$ cat config.mk
export PLATFORM = sky130hd
export DESIGN_NAME = signal_conflict_monitor
export DESIGN_NICKNAME = d
export VERILOG_FILES = /design/src/rtl/signal_conflict_monitor.sv
export SDC_FILE = /design/constraint.sdc
export NUM_CORES = 1
export LEC_CHECK = 0
export ABC_CLOCK_PERIOD_IN_PS = 3600
export CORE_ASPECT_RATIO = 0.9
export CORE_UTILIZATION = 24
export DETAILED_ROUTE_END_ITERATION = 8
export GPL_TIMING_DRIVEN = 0
export PLACE_DENSITY_LB_ADDON = 0.08
export SLEW_MARGIN = 25
export SYNTH_ARGS = -nofsm -noshare
export SYNTH_HDL_FRONTEND = slang
export SYNTH_SLANG_ARGS = --single-unit
$ cat constraint.sdc
create_clock -name clk -period 3.6 [get_ports clk]
set_input_delay 1.08 -clock clk [delete_from_list [all_inputs] [get_ports clk]]
set_output_delay 1.08 -clock clk [all_outputs]
set_load 0.01 [all_outputs]
$ cat src/rtl/signal_conflict_monitor.sv
// Independent safety monitor for intersection lamp outputs. It checks the lamps against the
// signalling rules and latches the first violation as a sticky fault with a cause code and approach.
module signal_conflict_monitor #(
  parameter int Y_TIME    = 2,
  parameter int MIN_GREEN = 10,
  parameter int CNT_W     = 8
) (
  input  logic       clk,
  input  logic       clear,
  input  logic [1:0] right,
  input  logic [1:0] up,
  input  logic [1:0] down,
  input  logic [1:0] left,
  input  logic [3:0] walk,
  output logic       fault,
  output logic [2:0] fault_code,
  output logic [1:0] fault_dir,
  output logic [1:0] active_dir,
  output logic       active_valid
);

  typedef enum logic [1:0] {S_INIT, S_RUN, S_FAULT} state_e;

  localparam logic [1:0] RED    = 2'd0;
  localparam logic [1:0] YELLOW = 2'd1;
  localparam logic [1:0] GREEN  = 2'd2;
  localparam logic [1:0] BAD    = 2'd3;

  state_e           state_q, state_d;
  logic [1:0]       code [4];
  logic [1:0]       prev_q [4];
  logic [CNT_W-1:0] dwell_q [4];
  logic [3:0]       entrySeen_q;

  logic       fault_q, fault_d;
  logic [2:0] faultCode_q, faultCode_d;
  logic [1:0] faultDir_q, faultDir_d;
  logic [1:0] activeDir_q, activeDir_d;
  logic       activeValid_q, activeValid_d;

  logic [3:0] green, illegal, badTrans, shortGreen, badYellow;
  logic       walkBad, oneGreen, multiGreen;
  logic [2:0] vioCode;
  logic [1:0] vioDir;

  assign code[0] = right;
  assign code[1] = up;
  assign code[2] = down;
  assign code[3] = left;

  function automatic logic [1:0] lowestIdx(input logic [3:0] v);
    lowestIdx = 2'd0;
    for (int i = 3; i >= 0; i--) begin
      if (v[i]) lowestIdx = 2'(i);
    end
  endfunction

  // Duration rules only judge dwells whose start was actually observed (entrySeen).
  always_comb begin
    green      = '0;
    illegal    = '0;
    badTrans   = '0;
    shortGreen = '0;
    badYellow  = '0;
    for (int i = 0; i < 4; i++) begin
      green[i]   = (code[i] == GREEN);
      illegal[i] = (code[i] == BAD);
      if (code[i] != prev_q[i]) begin
        badTrans[i] = !((prev_q[i] == RED    && code[i] == GREEN)  ||
                        (prev_q[i] == GREEN  && code[i] == YELLOW) ||
                        (prev_q[i] == YELLOW && code[i] == RED));
        shortGreen[i] = entrySeen_q[i] && prev_q[i] == GREEN && code[i] == YELLOW &&
                        (dwell_q[i] < CNT_W'(MIN_GREEN));
        badYellow[i]  = entrySeen_q[i] && prev_q[i] == YELLOW && code[i] == RED &&
                        (dwell_q[i] != CNT_W'(Y_TIME));
      end
    end
    walkBad    = (walk == 4'd0) || ((walk & (walk - 4'd1)) != 4'd0);
    oneGreen   = $onehot(green);
    multiGreen = (green != 4'd0) && !oneGreen;
  end

  always_comb begin
    vioCode = 3'd0;
    vioDir  = 2'd0;
    if (multiGreen) begin
      vioCode = 3'd1;
      vioDir  = lowestIdx(green);
    end else if (illegal != 4'd0) begin
      vioCode = 3'd2;
      vioDir  = lowestIdx(illegal);
    end else if (badTrans != 4'd0) begin
      vioCode = 3'd3;
      vioDir  = lowestIdx(badTrans);
    end else if (shortGreen != 4'd0) begin
      vioCode = 3'd4;
      vioDir  = lowestIdx(shortGreen);
    end else if (badYellow != 4'd0) begin
      vioCode = 3'd5;
      vioDir  = lowestIdx(badYellow);
    end else if (walkBad) begin
      vioCode = 3'd6;
      vioDir  = 2'd0;
    end
  end

  always_comb begin
    state_d       = state_q;
    fault_d       = fault_q;
    faultCode_d   = faultCode_q;
    faultDir_d    = faultDir_q;
    activeDir_d   = activeDir_q;
    activeValid_d = activeValid_q;
    unique case (state_q)
      S_INIT: begin
        state_d       = S_RUN;
        activeValid_d = oneGreen;
        if (oneGreen) activeDir_d = lowestIdx(green);
      end
      S_RUN: begin
        if (oneGreen) activeDir_d = lowestIdx(green);
        activeValid_d = oneGreen && (vioCode == 3'd0);
        if (vioCode != 3'd0) begin
          state_d     = S_FAULT;
          fault_d     = 1'b1;
          faultCode_d = vioCode;
          faultDir_d  = vioDir;
        end
      end
      S_FAULT: begin
        activeValid_d = 1'b0;
      end
      default: state_d = S_INIT;
    endcase
  end

  always_ff @(posedge clk) begin
    if (clear) begin
      state_q       <= S_INIT;
      fault_q       <= 1'b0;
      faultCode_q   <= 3'd0;
      faultDir_q    <= 2'd0;
      activeDir_q   <= 2'd0;
      activeValid_q <= 1'b0;
      entrySeen_q   <= 4'd0;
      for (int i = 0; i < 4; i++) begin
        prev_q[i]  <= RED;
        dwell_q[i] <= CNT_W'(1);
      end
    end else begin
      state_q       <= state_d;
      fault_q       <= fault_d;
      faultCode_q   <= faultCode_d;
      faultDir_q    <= faultDir_d;
      activeDir_q   <= activeDir_d;
      activeValid_q <= activeValid_d;
      for (int i = 0; i < 4; i++) begin
        prev_q[i] <= code[i];
        if (state_q == S_INIT) begin
          dwell_q[i]     <= CNT_W'(1);
          entrySeen_q[i] <= 1'b0;
        end else if (code[i] == prev_q[i]) begin
          if (dwell_q[i] != '1) dwell_q[i] <= dwell_q[i] + CNT_W'(1);
        end else begin
          dwell_q[i]     <= CNT_W'(1);
          entrySeen_q[i] <= 1'b1;
        end
      end
    end
  end

  assign fault        = fault_q;
  assign fault_code   = faultCode_q;
  assign fault_dir    = faultDir_q;
  assign active_dir   = activeDir_q;
  assign active_valid = activeValid_q;

endmodule

; ---- Word level (Yosys, flattened, before mapping)
; Memory sizes are Yosys's and may differ from the RTL's.
; Index checks and enable logic that the tools add are counted.
[totals]
reg_bits = 15
out_inout_bits = 9
ramBits = 40
n_memories = 2
[mem_list]
columns = name, words, word_bits, read_ports, rd_ports_with_merged_regs, wr, line
row1 = dwell_q, 4, 8, 4, 0, 4, 32  ; logic [CNT_W-1:0] dwell_q [4];
row2 = prev_q, 4, 2, 4, 0, 4, 31  ; logic [1:0] prev_q [4];
[op_classes]
addsub = 8
n_mux = 104
bitwise = 18
reduce_logical = 76
eq_ne = 40
magnitude_cmp = 4
[op_table]
columns = op, n
row1 = 2-to-1 mux 8 bit, 12
row2 = 2-to-1 mux 2 bit, 30
row3 = 2-to-1 mux 1 bit, 54
row4 = logical AND 1 bit, 38
row5 = adder 8 x 1 -> 8 bit (second input constant), 4
row6 = < comparator 8 x 4 -> 1 bit (second input constant), 4
row7 = inequality test 8 x 2 -> 1 bit (second input constant), 4
row8 = inequality test 8 bit (second input constant), 4
row9 = equality test 2 bit (second input constant), 13
row10 = nonzero test 4 bit, 6
row11 = equality test 2 x 1 -> 1 bit (second input constant), 9
row12 = logical NOT 2 bit, 9
row13 = 2-to-1 mux 3 bit, 6
row14 = OR 1 bit, 16
row15 = logical OR 1 bit, 9
row16 = equality test 2 bit, 4
row17 = inequality test 2 bit, 4
row18 = case mux 2 bit (3 select lines), 1
row19 = AND reduction 2 bit, 3
row20 = nonzero test 3 bit, 2
row21 = logical NOT 1 bit, 5
row22 = adder 1 x 1 -> 2 bit, 2
row23 = bitwise AND 4 bit, 1
row24 = logical NOT 4 bit, 1
row25 = other kinds (8), 9

; ---- Logic depth before layout (Yosys ltp)
; Gate-level depths: netlist of run 1.
[depth]
ltp_word = 14
depth_mapped = 12

; ---- Worst setup path before layout of run 1
; OpenSTA, ideal clock, no wires.
[synth_timing]
kind = in2reg
start = input port right[1]
end = register state_q[0]
setup_time_ps = 87
stages = 12
setup_slack_ps = -225
arrival_time_ps = 3738
path_cell_list = clkbuf_1 nor2b_1 clkbuf_1 fa_1 ha_1 ha_1 nor2_1 and2_1 a21oi_1 nor3_1 a2111o_1 o31ai_1
[synth_between]
elab_chain_len = 13
word_cells_on_any_way = 36
[synth_rtl]
columns = item, line
row1 = "start, declared", 10  ; input logic [1:0] right,
row2 = "logical NOT 2 bit, or another cell as far along", "71, 74"
row3 = "logical AND 1 bit, on equally long branches", "74, 69, 70"
row4 = logical AND 1 bit or logical OR 1 bit (tied branches), "74, 69"
row5 = 2-to-1 mux 1 bit or logical OR 1 bit (tied branches), "68, 70"
row6 = nonzero test 4 bit or logical NOT 1 bit (tied branches), "98, 69"
row7 = 2-to-1 mux 3 bit or 2-to-1 mux 1 bit (tied branches), "98, 68"
row8 = 2-to-1 mux 3 bit or nonzero test 4 bit (tied branches), "95, 92"
row9 = 2-to-1 mux 3 bit, 92  ; end else if (badTrans != 4'd0) begin
row10 = 2-to-1 mux 3 bit, 89  ; end else if (illegal != 4'd0) begin
row11 = 2-to-1 mux 3 bit *, 86  ; if (multiGreen) begin
row12 = nonzero test 3 bit *, 123  ; if (vioCode != 3'd0) begin
row13 = inequality test 2 bit (no line) *, n/a
row14 = AND reduction 2 bit (no line) *, n/a
row15 = "end signal, assigned", 151  ; state_q <= state_d;
row16 = "end, declared", 29  ; state_e state_q, state_d;
; Mark *: on every way between the ends. The rest lies on a longest branch, timed or not.
; A chain may end at the register's enable or synchronous reset.

; ---- Worst setup path after layout of run 1
[layout_timing]
start = input port left[0]
end = register state_q[0]
[layout_between]
elab_chain_len = 13
word_cells_on_any_way = 36
[layout_rtl]
columns = item, line
row1 = "start, declared", 13  ; input logic [1:0] left,
row2 = "logical NOT 2 bit, or another cell as far along", "71, 74"
row3 = "logical AND 1 bit, on equally long branches", "74, 69, 70"
row4 = logical AND 1 bit or logical OR 1 bit (tied branches), "74, 69"
row5 = 2-to-1 mux 1 bit or logical OR 1 bit (tied branches), "68, 70"
row6 = nonzero test 4 bit or logical NOT 1 bit (tied branches), "98, 69"
row7 = 2-to-1 mux 3 bit or 2-to-1 mux 1 bit (tied branches), "98, 68"
row8 = 2-to-1 mux 3 bit or nonzero test 4 bit (tied branches), "95, 92"
row9 = 2-to-1 mux 3 bit, 92
row10 = 2-to-1 mux 3 bit, 89
row11 = 2-to-1 mux 3 bit *, 86
row12 = nonzero test 3 bit *, 123
row13 = inequality test 2 bit (no line) *, n/a
row14 = AND reduction 2 bit (no line) *, n/a
; Marked as above.

==> impl_metrics.yaml, run 1 <==
routing:
  antenna_left: 0
  wl_per_cell_um: 13.43
  remaining_drc_errors: 0
  vias_per_cell: 4.494
  detail_route.first_pass.iterations: 4
  drt_first_iter_violations: 144
  routed_wirelength_mm: 7.777
  num_vias: 2602
floorplan:
  chipWidth_um: 127.6
  design.core.area_um2: 13610
  die_height_um: 115.1
  pin_count: 23
  row_count: 40
  floorplan.initialDensity_pct: 25.04
  floorplan.die_area_um2: 14680
global_routing:
  grt_max_degree: 16
  first_pass_grt_wire_length_mm: 12.88
  grt_antenna_before_repair: 0
  gr_util_all_layers_pct: 11.31
  grt.overflow.total: 0
  first_global_vias: 2570
sta:
  timing.fmax_ghz: 0.2930
  finalSetupViolations: 0
  report.final.hold_viol_count: 0
  final_min_period_over_clock_period_pct: 94.80
  worst_clk_skew_ns: 0.005164
  finalMaxSlewViolations: 0
  final_critical_path_setup_slack_ns: 0.1872
  relSlewSlack_pct: 47.46
  worst_pin_slew_ns: 0.7852
  final_period_minus_worst_setup_slack_ns: 3.413
synth:
  postSynthAreaPerCell_um2: 9.389
  synth_top_area_share_pct: 28.19
  synthesis.yosys.warnings: 0
  postSynthRegisterBits: 55
  synth_cells: 363
  syn_nets: 393
  ys_top_cells_by_area: "sky130_fd_sc_hd__edfxtp_1 (28%), sky130_fd_sc_hd__dfxtp_1 (14%), sky130_fd_sc_hd__ha_1 (5.5%)"
  edff_count_synth: 32
  synth-seq-area-share_pct: 41.70
  netlist_area_um2: 3408
  synthMostInstantiatedCell: "sky130_fd_sc_hd__nor2_1"
  synth_ff_type: "sky130_fd_sc_hd__edfxtp_1"
  synthArstFlopShare_pct: 0
  synth_commonest_cells: "sky130_fd_sc_hd__nor2_1 (44), sky130_fd_sc_hd__edfxtp_1 (32), sky130_fd_sc_hd__nor2b_1 (24)"
  yosys.area.top_type: "sky130_fd_sc_hd__edfxtp_1"
  netlist-cell-type-count: 58
clock_network:
  worstSkewPairLatency_ns: 0.30
  cts_max_path_buffers: 2
  cts.sinks: 55
  cts.hold.buffers_added: 0
  cts_tree: "yes"
  inserted_clock_buffers: 5
  cts_htree_levels: 2
  clk_pin_slew_worst_paths_ns: 0.07
  clk_root_buffer_cell: "sky130_fd_sc_hd__clkbuf_16"
min_path:
  hold_path.startpoint: "fault$_SDFFE_PP0P_"
  hold_path_depth: 2
  hold_path_class: "register to register"
  hold_end: "fault$_SDFFE_PP0P_"
critical_path:
  worstPathMaxFanout: 10
  crit-reg2reg-launch: "dwell_q[0][0]$_SDFFCE_PP1P_"
  critPathCaptureType: "register"
  reg2reg_setup_slack_ns: 0.62
  critical_path.startpoint_type: "primary input"
  critical_path_required_ns: 3.81
  timing.critical_path.arrival_ns: 3.63
  start_to_end_type_of_the_worst_setup_path: "primary input to register"
  timing.rr.end: "fault$_SDFFE_PP0P_"
  reg2reg_depth: 10
finish:
  stdcell_area_um2: 4014
  num_antenna_cells: 0
  layout_cells_sized_above_1_pct: 6.667
  post_layout_nonfiller_instances: 579
  flow.area_growth_from_synthesis_pct: 17.77
  design.final.nets: 419
place:
  postPlaceCellArea_um2: 3822
  pre_cts_slack_ns: -0.9552
  gpl.final_weighted_congestion: 0.7427
  dp.final_hpwl_mm: 5.696
  place.port_buffers: 17
  place_inst: 569
power:
  power_density_normalized_to_cell_area_nw_per_um2: 437.6
  power.static_leakage_nw: 1.429
  worst_ir_drop_vdd_uv: 181.6
status:
  status: "finished clean"
flow_run:
  cap_viol_max_count: 0
## flip-flops by register name, summed over array words and instances (netlist names)
register	cells
entrySeen_q	4
fault_code	3
fault_dir	2
prev_q	8
fault	1
active_dir	2
active_valid	1
state_q	2
dwell_q	32
## how the worst max path moves through the flow
| stage | endpoint | slack [ns] | startpoint | depth (start not counted) |
|---|---|---|---|---|
| 2_1_floorplan | state_q[0]$_SDFFE_PP0P_ | 0.03 | right[0] | 12 |
| 3_3_place_gp | state_q[0]$_SDFFE_PP0P_ | -0.92 | up[1] | 12 |
| 3_5_place_dp | fault_dir[0]$_SDFFE_PP0P_ | -0.96 | up[1] | 12 |
| 4_1_cts | fault_dir[0]$_SDFFE_PP0P_ | 0.005 | down[0] | 8 |
| 5_1_grt | fault$_SDFFE_PP0P_ | -0.006 | down[0] | 9 |
| 6_report | state_q[0]$_SDFFE_PP0P_ | 0.19 | left[0] | 12 |
## repair_timing
action / 4_1_cts / 5_1_grt
hold endpoints to repair: 0 / 0
setup endpoints to repair: 11 / 8
buffers inserted: 0 / 4
resized for setup: 9 / 17
pin swaps: 1 / 3
## routing by layer
| metal | vias to the layer above | share of wire (%) | routed length, µm | track usage, % |
|---|---|---|---|---|
| met4 | 0 | 1.0 | 81 | 3.059 |
| met1 | 1219 | 55 | 4244 | 16.10 |
| met3 | 6 | 2.5 | 196 | 2.280 |
| li1 | 1353 | - | - | - |
| met5 | - | 0 | 0 | 0 |
| met2 | 24 | 42 | 3255 | 17.38 |
## final cells by class
cell class	instances	area, µm²
Timing Repair Buffer	21	190.2
Clock buffer	6	128.9
Clock inverter	2	7.507
Multi-Input combinational cell	279	1921
Tap cell	189	236.5
Buffer	15	63.81
Fill cell	1474	9599
Inverter	12	45.04
Sequential cell	55	1421
## worst max-delay path, stage by stage
cell	delay [ns]
sky130_fd_sc_hd__clkbuf_1	0.42
sky130_fd_sc_hd__nor2b_4	0.09
sky130_fd_sc_hd__fa_1	0.44
sky130_fd_sc_hd__ha_1	0.19
sky130_fd_sc_hd__ha_1	0.28
sky130_fd_sc_hd__nor2_2	0.04
sky130_fd_sc_hd__and2_4	0.16
sky130_fd_sc_hd__a21oi_4	0.22
sky130_fd_sc_hd__buf_4	0.16
sky130_fd_sc_hd__nor3_2	0.06
sky130_fd_sc_hd__a2111o_1	0.41
sky130_fd_sc_hd__o31ai_1	0.06
## cells in the final DEF (no fill, tap or decap), types with 4 or more instances in the layout
master / Yosys / routed
sky130_fd_sc_hd__o21a_1: 8 / 8
sky130_fd_sc_hd__nor2_1: 44 / 43
sky130_fd_sc_hd__nor2b_1: 24 / 22
sky130_fd_sc_hd__xor2_1: 13 / 13
sky130_fd_sc_hd__xnor2_1: 20 / 20
sky130_fd_sc_hd__clkbuf_1: 17 / 12
sky130_fd_sc_hd__nor3b_1: 5 / 5
sky130_fd_sc_hd__buf_4: 0 / 4
sky130_fd_sc_hd__or3_1: 5 / 5
sky130_fd_sc_hd__inv_1: 12 / 12
sky130_fd_sc_hd__nor4_1: 5 / 5
sky130_fd_sc_hd__clkdlybuf4s50_1: 0 / 15
sky130_fd_sc_hd__nand2_1: 20 / 20
sky130_fd_sc_hd__or2_1: 4 / 4
sky130_fd_sc_hd__and3_1: 4 / 4
sky130_fd_sc_hd__nand4_1: 8 / 8
sky130_fd_sc_hd__dfxtp_1: 23 / 23
sky130_fd_sc_hd__edfxtp_1: 32 / 32
sky130_fd_sc_hd__nand2b_1: 12 / 12
sky130_fd_sc_hd__o21ai_0: 7 / 7
sky130_fd_sc_hd__nand3_1: 15 / 15
sky130_fd_sc_hd__and4_1: 5 / 5
sky130_fd_sc_hd__ha_1: 15 / 15
sky130_fd_sc_hd__clkbuf_16: 0 / 5
sky130_fd_sc_hd__a21oi_1: 10 / 9
## per-stage QoR
step	utilization (%)	hold slack, ns	power [mW]	setup TNS (ns)
after floorplan	-	0.4533	1.098	0
after global placement	28.08	0.4526	1.259	-8.007
after detailed placement	28.08	0.4597	1.265	-8.399
after CTS	29.15	0.4742	1.761	0
after global routing	29.49	0.5082	1.866	-0.005622
final	29.49	0.4662	1.757	0
## power by group
| group | switching [mW] | internal [mW] |
|---|---|---|
| combinational | 0.250 | 0.226 |
| clock | 0.235 | 0.255 |
| sequential | 0.0545 | 0.736 |
## cells by family (layout without fill, tap and decap cells)
logic type | Yosys count | count (layout) | synth area share (%)
XOR/XNOR | 33 | 33 | 8.480
buffers and inverters | 29 | 56 | 3.194
AO/OA/AOI/OAI | 53 | 53 | 11.09
adder cells (fa/ha/maj) | 16 | 16 | 6.094
multiplexers | 3 | 3 | 0.9178
flip-flops | 55 | 55 | 41.70
AND/OR/NAND/NOR | 174 | 174 | 28.52
No activity file was read; power rests on OpenSTA's default activity.
==> run 2, diff against run 1 <==
--- a/config.mk
+++ b/config.mk
@@ -8,6 +8,7 @@
 export ABC_CLOCK_PERIOD_IN_PS = 3600
 export CORE_ASPECT_RATIO = 0.9
 export CORE_UTILIZATION = 24
+export CTS_CLUSTER_DIAMETER = 80
 export DETAILED_ROUTE_END_ITERATION = 8
 export GPL_TIMING_DRIVEN = 0
 export PLACE_DENSITY_LB_ADDON = 0.08
==> results of run 2 <==
No change in the layout: final DEF, timing and power equal those of run 1.
==> run 3, diff against run 2 <==
--- a/config.mk
+++ b/config.mk
@@ -10,6 +10,7 @@
 export CORE_UTILIZATION = 24
 export CTS_CLUSTER_DIAMETER = 80
 export DETAILED_ROUTE_END_ITERATION = 8
+export DONT_BUFFER_PORTS = 1
 export GPL_TIMING_DRIVEN = 0
 export PLACE_DENSITY_LB_ADDON = 0.08
 export SLEW_MARGIN = 25
==> run 3 against run 2 <==
Effect of this change: register-to-register slack lost 0.10 ns; count of clock-buffer cells in the layout shrank 1; first-iteration DRC count shrank 28%; critical path type unchanged; die area is the same; non-clock buffer count shrank 18; sequential power grew 3%; sequential share of layout area grew 1.8 points; maximum frequency shrank 1.3%; final area shrank 4.7%; sequential cell count is the same.
==> impl_metrics.yaml, run 3 (synthesis results as in run 1) <==
routing:
  routed_wirelength_mm: 7.660
  vias_per_cell: 4.553
  drt_first_iter_violations: 103
  antenna_left: 0
  detail_route.first_pass.iterations: 4
  num_vias: 2554
  wl_per_cell_um: 13.65
  remaining_drc_errors: 0
clock_network:
  inserted_clock_buffers: 5
  cts_htree_levels: 2
  cts.sinks: 55
  cts.hold.buffers_added: 0
  cts_tree: "yes"
  clk_root_buffer_cell: "sky130_fd_sc_hd__clkbuf_16"
  clk_pin_slew_worst_paths_ns: 0.07
  cts_max_path_buffers: 2
  worstSkewPairLatency_ns: 0.30
power:
  worst_ir_drop_vdd_uv: 174.0
  power_density_normalized_to_cell_area_nw_per_um2: 441.0
  p_total_mw: 1.686
  power.static_leakage_nw: 1.353
critical_path:
  critical_path.slowest_cell: "sky130_fd_sc_hd__fa_1"
  start_to_end_type_of_the_worst_setup_path: "primary input to register"
  critical_path.startpoint_type: "primary input"
  timing.critical_path.arrival_ns: 3.66
  critPathCaptureType: "register"
  worstPathMaxFanout: 9
  reg2reg_depth: 10
  critical_path_required_ns: 3.80
  worstPathCellList: "clkbuf_2 > nor2b_1 > clkbuf_2 > fa_1 > ha_1 > ha_1 > nor2_1 > and2_4 > a21oi_4 > o31a_1 > nor2_1 > a311oi_1"
  timing.critical_path.slowest_cell_delay_ns: 0.49
flow_run:
  cap_viol_max_count: 0
sta:
  holdWs_ns: 0.4983
  final_period_minus_worst_setup_slack_ns: 3.457
  worst_clk_skew_ns: 0.008516
  final_critical_path_setup_slack_ns: 0.1428
  relSlewSlack_pct: 33.84
  finalMaxSlewViolations: 0
  finalSetupViolations: 0
  fin_setup_tns_ns: 0
  timing.fmax_ghz: 0.2893
  final_min_period_over_clock_period_pct: 96.03
  report.final.hold_viol_count: 0
  rsz0062_at_grt: "no"
  worst_pin_slew_ns: 0.9674
finish:
  layout_cells_sized_above_1_pct: 6.452
  commonest_cells_after_routing_fill_and_taps_aside: "sky130_fd_sc_hd__nor2_1 (44), sky130_fd_sc_hd__edfxtp_1 (32), sky130_fd_sc_hd__dfxtp_1 (23)"
  flow.area_growth_from_synthesis_pct: 12.19
  mostFrequentLayoutCell: "sky130_fd_sc_hd__nor2_1"
  flip_flop_count_of_the_largest_register_all_copies_and_words_added: 32
  design.final.nets: 401
  top_regs: "dwell_q (32), prev_q (8), entrySeen_q (4)"
  register_bank_with_the_most_flops: "dwell_q"
  num_antenna_cells: 0
  post_layout_nonfiller_instances: 561
min_path:
  hold_path_class: "register to register"
  hold_path_depth: 1
global_routing:
  grt_antenna_before_repair: 0
  grt_max_degree: 17
  first_pass_grt_wire_length_mm: 12.65
  first_global_vias: 2431
  gr_util_all_layers_pct: 11.15
  grt.overflow.total: 0
floorplan:
  row_count: 40
  floorplan.die_area_um2: 14680
  floorplan.initialDensity_pct: 25.04
  chipWidth_um: 127.6
  pin_count: 23
  die_height_um: 115.1
  design.core.area_um2: 13610
place:
  gpl.final_weighted_congestion: 0.7516
  place_inst: 552
  dp.final_hpwl_mm: 5.638
  pre_cts_slack_ns: -0.4020
  place.port_buffers: 0
status:
  status: "finished clean"
==> run 3: changes by cell type in the layout (fill, tap and decap cells not counted), sizes merged <==
cell | previous run | this run
clkdlybuf4s50 | 15 | 0
clkbuf | 20 | 22
clkinvlp | 0 | 1
buf | 7 | 1
==> run 3: worst paths after layout <==
path | start | to | slack, ns
min | entrySeen_q[2]$_SDFFE_PP0P_ | entrySeen_q[2]$_SDFFE_PP0P_ | 0.50
max | right[1] | fault_dir[0]$_SDFFE_PP0P_ | 0.14
max reg2reg | dwell_q[0][0]$_SDFFCE_PP1P_ | fault$_SDFFE_PP0P_ | 0.52
min reg2reg | entrySeen_q[2]$_SDFFE_PP0P_ | entrySeen_q[2]$_SDFFE_PP0P_ | 0.50
==> run 3: where the power goes <==
group,switching [mW],internal [mW]
clock network,0.240,0.255
logic,0.218,0.163
registers,0.0745,0.736
total,0.532,1.15
==> run 3: area by class of cell <==
| cell class | instances | area, µm² |
|---|---|---|
| tap | 189 | 236.5 |
| multi-input combinational | 279 | 1902 |
| clock buffer | 5 | 125.1 |
| fill | 1476 | 9789 |
| buffer | 17 | 71.32 |
| timing repair buffer | 1 | 7.507 |
| clock inverter | 3 | 15.01 |
| sequential | 55 | 1421 |
| inverter | 12 | 45.04 |
==> run 3: metrics by stage <==
stage	utilization, %	cell area, µm²
after floorplan	-	3416
after global placement	26.83	3652
after detailed placement	26.83	3652
after CTS	28.00	3811
after global routing	28.09	3824
final	28.09	3824
==> run 3: critical path: cells and delay by family <==
kind                       cells  cell delay, ns
buffers and inverters          2            0.33
and+or+nand+nor                4            0.44
AOI/OAI and AO/OA              3            0.85
adders and majority gates      3            0.95
==> run 3: what timing repair did <==
action | CTS | global route
buffers inserted | 1 | 0
gates resized for setup | 4 | 7
pin swaps | 1 | 1
endpoints found under the setup margin | 3 | 7
==> run 3: per-layer routing <==
layer	routed length, µm	share of wire [%]	vias up	global-route usage, %
met2	3159	41	24	16.54
met4	92	1.2	0	3.294
met3	251	3.3	6	2.792
met1	4157	54	1201	15.90
li1	-	-	1323	-
met5	0	0	-	0
